### src/rtl/multi_shift_reg.sv
// multi_shift_reg: WIDTH-bit register with an op-code command interface.
// Commands: hold, load, shift left/right, rotate left/right, increment and
// decrement. Shifts and rotates of amt bits take amt clocks, one bit per
// clock, with busy asserted while the command is still running. done pulses
// for one cycle when a command completes. Reset loads the register from the
// run-time value d_value.
// Optional feature: define MULTI_SHIFT_REG_CARRY_EN to add the registered
// carry/shift-out output co.
module multi_shift_reg #(
  parameter int WIDTH = 8,
  parameter int AMT_W = 3
) (
  input  logic             clk,
  input  logic             rst,
  input  logic [WIDTH-1:0] d_value,
  input  logic             en,
  input  logic [2:0]       op,
  input  logic [WIDTH-1:0] in,
  input  logic [AMT_W-1:0] amt,
  input  logic             si,
`ifdef MULTI_SHIFT_REG_CARRY_EN
  output logic             co,
`endif
  output logic [WIDTH-1:0] o,
  output logic             busy,
  output logic             done
);

  localparam logic [2:0] OP_HOLD = 3'b000;
  localparam logic [2:0] OP_LOAD = 3'b001;
  localparam logic [2:0] OP_SHL  = 3'b010;
  localparam logic [2:0] OP_SHR  = 3'b011;
  localparam logic [2:0] OP_ROL  = 3'b100;
  localparam logic [2:0] OP_ROR  = 3'b101;
  localparam logic [2:0] OP_INC  = 3'b110;
  localparam logic [2:0] OP_DEC  = 3'b111;

  typedef enum logic {S_IDLE, S_RUN} state_t;

  state_t           r_state;
  logic [WIDTH-1:0] r_o;
  logic [AMT_W-1:0] r_count;
  logic [2:0]       r_op;
  logic             r_si;
  logic             r_done;

  logic [2:0]       w_step_op;
  logic             w_step_si;
  logic [WIDTH-1:0] w_step;

  // One shift/rotate step of value v.
  function automatic logic [WIDTH-1:0] step_val(input logic [2:0] f_op,
                                                input logic [WIDTH-1:0] f_v,
                                                input logic f_si);
    case (f_op)
      OP_SHL:  return {f_v[WIDTH-2:0], f_si};
      OP_SHR:  return {f_si, f_v[WIDTH-1:1]};
      OP_ROL:  return {f_v[WIDTH-2:0], f_v[WIDTH-1]};
      OP_ROR:  return {f_v[0], f_v[WIDTH-1:1]};
      default: return f_v;
    endcase
  endfunction

  // While running, the step uses the op and serial bit captured at acceptance.
  always_comb begin
    w_step_op = (r_state == S_RUN) ? r_op : op;
    w_step_si = (r_state == S_RUN) ? r_si : si;
    w_step    = step_val(w_step_op, r_o, w_step_si);
  end

  // Command FSM: register contents, step counter, done pulse.
  always_ff @(posedge clk) begin
    if (rst) begin
      r_o     <= d_value;
      r_state <= S_IDLE;
      r_done  <= 1'b0;
      r_count <= '0;
    end else begin
      case (r_state)
        S_IDLE: begin
          r_done <= 1'b0;
          if (en) begin
            case (op)
              OP_HOLD: r_done <= 1'b1;
              OP_LOAD: begin
                r_o    <= in;
                r_done <= 1'b1;
              end
              OP_INC: begin
                r_o    <= r_o + WIDTH'(1);
                r_done <= 1'b1;
              end
              OP_DEC: begin
                r_o    <= r_o - WIDTH'(1);
                r_done <= 1'b1;
              end
              default: begin
                // Shift/rotate: first step happens on the acceptance edge.
                if (amt == '0) begin
                  r_done <= 1'b1;
                end else begin
                  r_o <= w_step;
                  if (amt == AMT_W'(1)) begin
                    r_done <= 1'b1;
                  end else begin
                    r_count <= amt - AMT_W'(1);
                    r_op    <= op;
                    r_si    <= si;
                    r_state <= S_RUN;
                  end
                end
              end
            endcase
          end
        end
        S_RUN: begin
          r_o     <= w_step;
          r_count <= r_count - AMT_W'(1);
          if (r_count == AMT_W'(1)) begin
            r_state <= S_IDLE;
            r_done  <= 1'b1;
          end
        end
        default: r_state <= S_IDLE;
      endcase
    end
  end

`ifdef MULTI_SHIFT_REG_CARRY_EN
  logic r_co;

  // Bit leaving the register on one shift/rotate step.
  function automatic logic step_out(input logic [2:0] f_op,
                                    input logic [WIDTH-1:0] f_v);
    case (f_op)
      OP_SHL, OP_ROL: return f_v[WIDTH-1];
      OP_SHR, OP_ROR: return f_v[0];
      default:        return 1'b0;
    endcase
  endfunction

  // Carry/borrow for INC/DEC, shifted-out bit for each shift/rotate step.
  always_ff @(posedge clk) begin
    if (rst) begin
      r_co <= 1'b0;
    end else if (r_state == S_RUN) begin
      r_co <= step_out(r_op, r_o);
    end else if (en) begin
      case (op)
        OP_INC:                         r_co <= &r_o;
        OP_DEC:                         r_co <= ~|r_o;
        OP_SHL, OP_SHR, OP_ROL, OP_ROR: r_co <= (amt == '0) ? 1'b0 : step_out(op, r_o);
        default:                        r_co <= 1'b0;
      endcase
    end
  end

  assign co = r_co;
`endif

  assign o    = r_o;
  assign busy = (r_state == S_RUN);
  assign done = r_done;

endmodule

### config.mk
export PLATFORM = sky130hd
export DESIGN_NAME = multi_shift_reg
export DESIGN_NICKNAME = d
export VERILOG_FILES = /design/src/rtl/multi_shift_reg.sv
export SDC_FILE = /design/constraint.sdc
export NUM_CORES = 1
export LEC_CHECK = 0
export BUFFER_PORTS_ARGS = -buffer_cell sky130_fd_sc_hd__buf_2
export CORE_MARGIN = 2
export CORE_UTILIZATION = 35
export DETAILED_ROUTE_END_ITERATION = 7
export GPL_TIMING_DRIVEN = 0
export SYNTH_ARGS = -nofsm -noshare
export SYNTH_HDL_FRONTEND = slang
export SYNTH_SLANG_ARGS = --single-unit
### constraint.sdc
create_clock -name clk -period 4.35 [get_ports clk]
set_input_delay 0.87 -clock clk [delete_from_list [all_inputs] [get_ports clk]]
set_output_delay 0.87 -clock clk [all_outputs]
set_load 0.02 [all_outputs]
==> results_dict.tcl <==
set metrics [dict create \
    antennaDiodeCount 0 \
    rows 24 \
    drc 0 \
    utilization_pct 42.7 \
    grt_overflow 0 \
    grt_max_degree 12 \
    cts_buffer_depth 2 \
    synth_cell_type_count 48 \
    cts_sinks 17 \
    clkTransAtPathRegs_ns 0.08 \
    routabilityCongestion 0.781 \
    grt_pass1_vias 1363 \
    synth_warnings 0 \
    tightestPinTransition_ns 0.531 \
    first_pass_iters 4 \
    hold_slack_ns 0.528 \
    core_mm2 0.00435 \
    worst_ep_arrival_time_ns 2.88 \
    pre_cts_slack_ns 1.19 \
    postRouteAntennaNets 0 \
    numCtsBuffers 3 \
    status "finished, final reports clean" \
    endpoint_kind "register" \
    dieHeight_um 71.1 \
    rr_worst_depth 6 \
    start_util_pct 36.2 \
    setup_tns_ns 0 \
    reg2reg_from "o[0]$_DFFE_PP_" \
    nNetsFinal 245 \
    synth_flop_cell "edfxtp_1" \
    total_power_mw 0.577 \
    hold_violations 0 \
    min-delay-start "done$_SDFFE_PP0P_" \
    synthXorXnorAreaFrac_pct 4.92 \
    rsz0062_at_grt "false" \
    syn_area_mm2 0.00158 \
    whs_endpoint "done$_SDFFE_PP0P_" \
    synthMuxAreaShare_pct 8.58 \
    cp-start-kind "primary input" \
    vias_per_cell 5.51 \
    r2r_slack_ns 2.18 \
    final-setup-viol-count 0 \
    insertion_delay_ns 0.26 \
    synthSimpleGateAreaFrac_pct 16.4 \
    dieArea_mm2 0.00505 \
    synth-edff-count 12 \
    grt_usage_pct 15.9 \
    critPathMaxFanout 10 \
    tritoncts "yes" \
    routedWlPerCell_um 14.6 \
    synthCells 168 \
    post-route-min-period_ns 2.88 \
    finalMaxSlewViolations 0 \
    skew_ns 0.00282 \
    routed_wl_um 3780 \
    synth-seq-area-share_pct 29.2 \
    hp-class "register to register" \
    vias 1422 \
    powerDensity_mw_per_mm2 310 \
    io_buffers 34 \
    syn_nets 206 \
    worstHoldPathCells 2 \
    cts_setup_buffers 0 \
    syn_area_per_cell_um2 9.38 \
    cp.required_ns 4.35 \
    drt_iter0_markers 49 \
    fin_ws_ns 1.47 \
    async_flop_share_pct 0 \
    syn2layout_area_growth_pct 18.0 \
    grt_pass1_wl_um 6490 \
    synthAdderAreaFrac_pct 10.0 \
    max_freq_mhz 347 \
    synth-compound-area-share_pct 26.8 \
    path_class "primary input to register" \
    dp_hpwl_um 2880 \
    htree_levels 1 \
    cts_hold_buf 0 \
    relSlewSlack_pct 64.3 \
    cellLeakagePower_nw 0.778 \
    clockRootBuffer "clkbuf_8" \
    synth_seq_cells 17 \
    cts_resized 0 \
    synth_top_family_by_area "compound AO/OA/AOI/OAI gates" \
    ir_worst_vdd_uv 99.5 \
    ioPinCount 36 \
    drv_cap 0 \
    die_w_um 71.1 \
    fin_crit_sh_pct 66.2 \
    drive_above_1_share_pct 28.2 \
    antenna_found_initial 0 \
    r2r-end "o[4]$_DFFE_PP_" \
]
## cell usage in the layout, fill, tap and decap left out, types with 5 or more instances in the layout
master    count
o211ai_1      9
mux2i_1       9
buf_2        38
nor2_1       10
a211oi_1      5
nand2_1      17
xnor2_1       5
dfxtp_1       5
a21oi_1       5
o21ai_0      10
edfxtp_1     12
a22oi_1       6
ha_1         11
## registers in the layout (all words and copies together), names as in the netlist
name,count
r_count,3
busy,1
r_si,1
o,8
r_op,3
done,1
## layout make-up
type                    count  area (µm²)
clock inverters             1        7.51
flip-flops and latches     17         460
inverters                   5        18.8
clock buffers               3        41.3
multi-input cells         138        1050
well taps                  52        65.1
fillers                   450        2490
repair buffers             34         170
plain buffers               8        46.3
## where the power goes
group | internal [mW] | switching (mW) | total (mW)
logic | 0.0992 | 0.126 | 0.226
registers | 0.198 | 0.0265 | 0.224
clock network | 0.0646 | 0.0624 | 0.127
## cells by family after synthesis
| family | after synthesis |
|---|---|
| AO/OA/AOI/OAI | 58 |
| XOR/XNOR | 8 |
| adder cells (fa/ha/maj) | 12 |
| buffers and inverters | 13 |
| flip-flops | 17 |
| multiplexers | 12 |
| AND/OR/NAND/NOR | 48 |
## synth_stat cells, types with 3 or more instances
library cell	number	area (µm²)
a21oi_2	3	26.3
mux2i_1	9	90.1
nor3_1	4	20.0
dfxtp_1	5	100
nand2b_1	4	25.0
nand2_1	17	63.8
o21ai_1	4	20.0
a211oi_1	5	37.5
edfxtp_1	12	360
a22oi_1	6	45.0
buf_2	4	20.0
a21oi_1	5	25.0
xnor2_1	5	43.8
o21ai_0	10	50.1
nor2_1	10	37.5
o211ai_1	9	67.6
inv_1	4	15.0
ha_1	11	138
## through the flow
step / instance area, µm² / instances
after CTS: 1860 / 258
after floorplan: 1580 / 168
final: 1860 / 258
after global placement: 1810 / 254
after global routing: 1860 / 258
after detailed placement: 1810 / 254
## worst max-delay path, stage by stage
cell	delay, ns
buf_2	0.12
buf_2	0.23
and3_1	0.41
ha_1	0.35
a21o_1	0.21
a21oi_2	0.18
xnor2_1	0.09
a222oi_1	0.31
o21ai_1	0.12
## layer usage
layer	routed length (µm)	up-vias	GRT usage, %
met5	0	-	0
met4	70	0	5.24
met3	145	7	2.42
met2	1660	38	23.9
met1	1900	653	23.4
li1	-	724	-
## worst max-delay path by stage
stage           from              to  slack (ns)  cells after the start
3_3_place_gp   op[1]  o[4]$_DFFE_PP_        1.18                      9
6_report       op[1]  o[4]$_DFFE_PP_        1.47                      9
2_1_floorplan  op[1]  o[4]$_DFFE_PP_        1.61                      8
4_1_cts        op[1]  o[4]$_DFFE_PP_        1.46                      9
3_5_place_dp   op[1]  o[4]$_DFFE_PP_        1.19                      9
5_1_grt        op[1]  o[5]$_DFFE_PP_        1.21                      9
No activity file was read; power rests on OpenSTA's default activity.
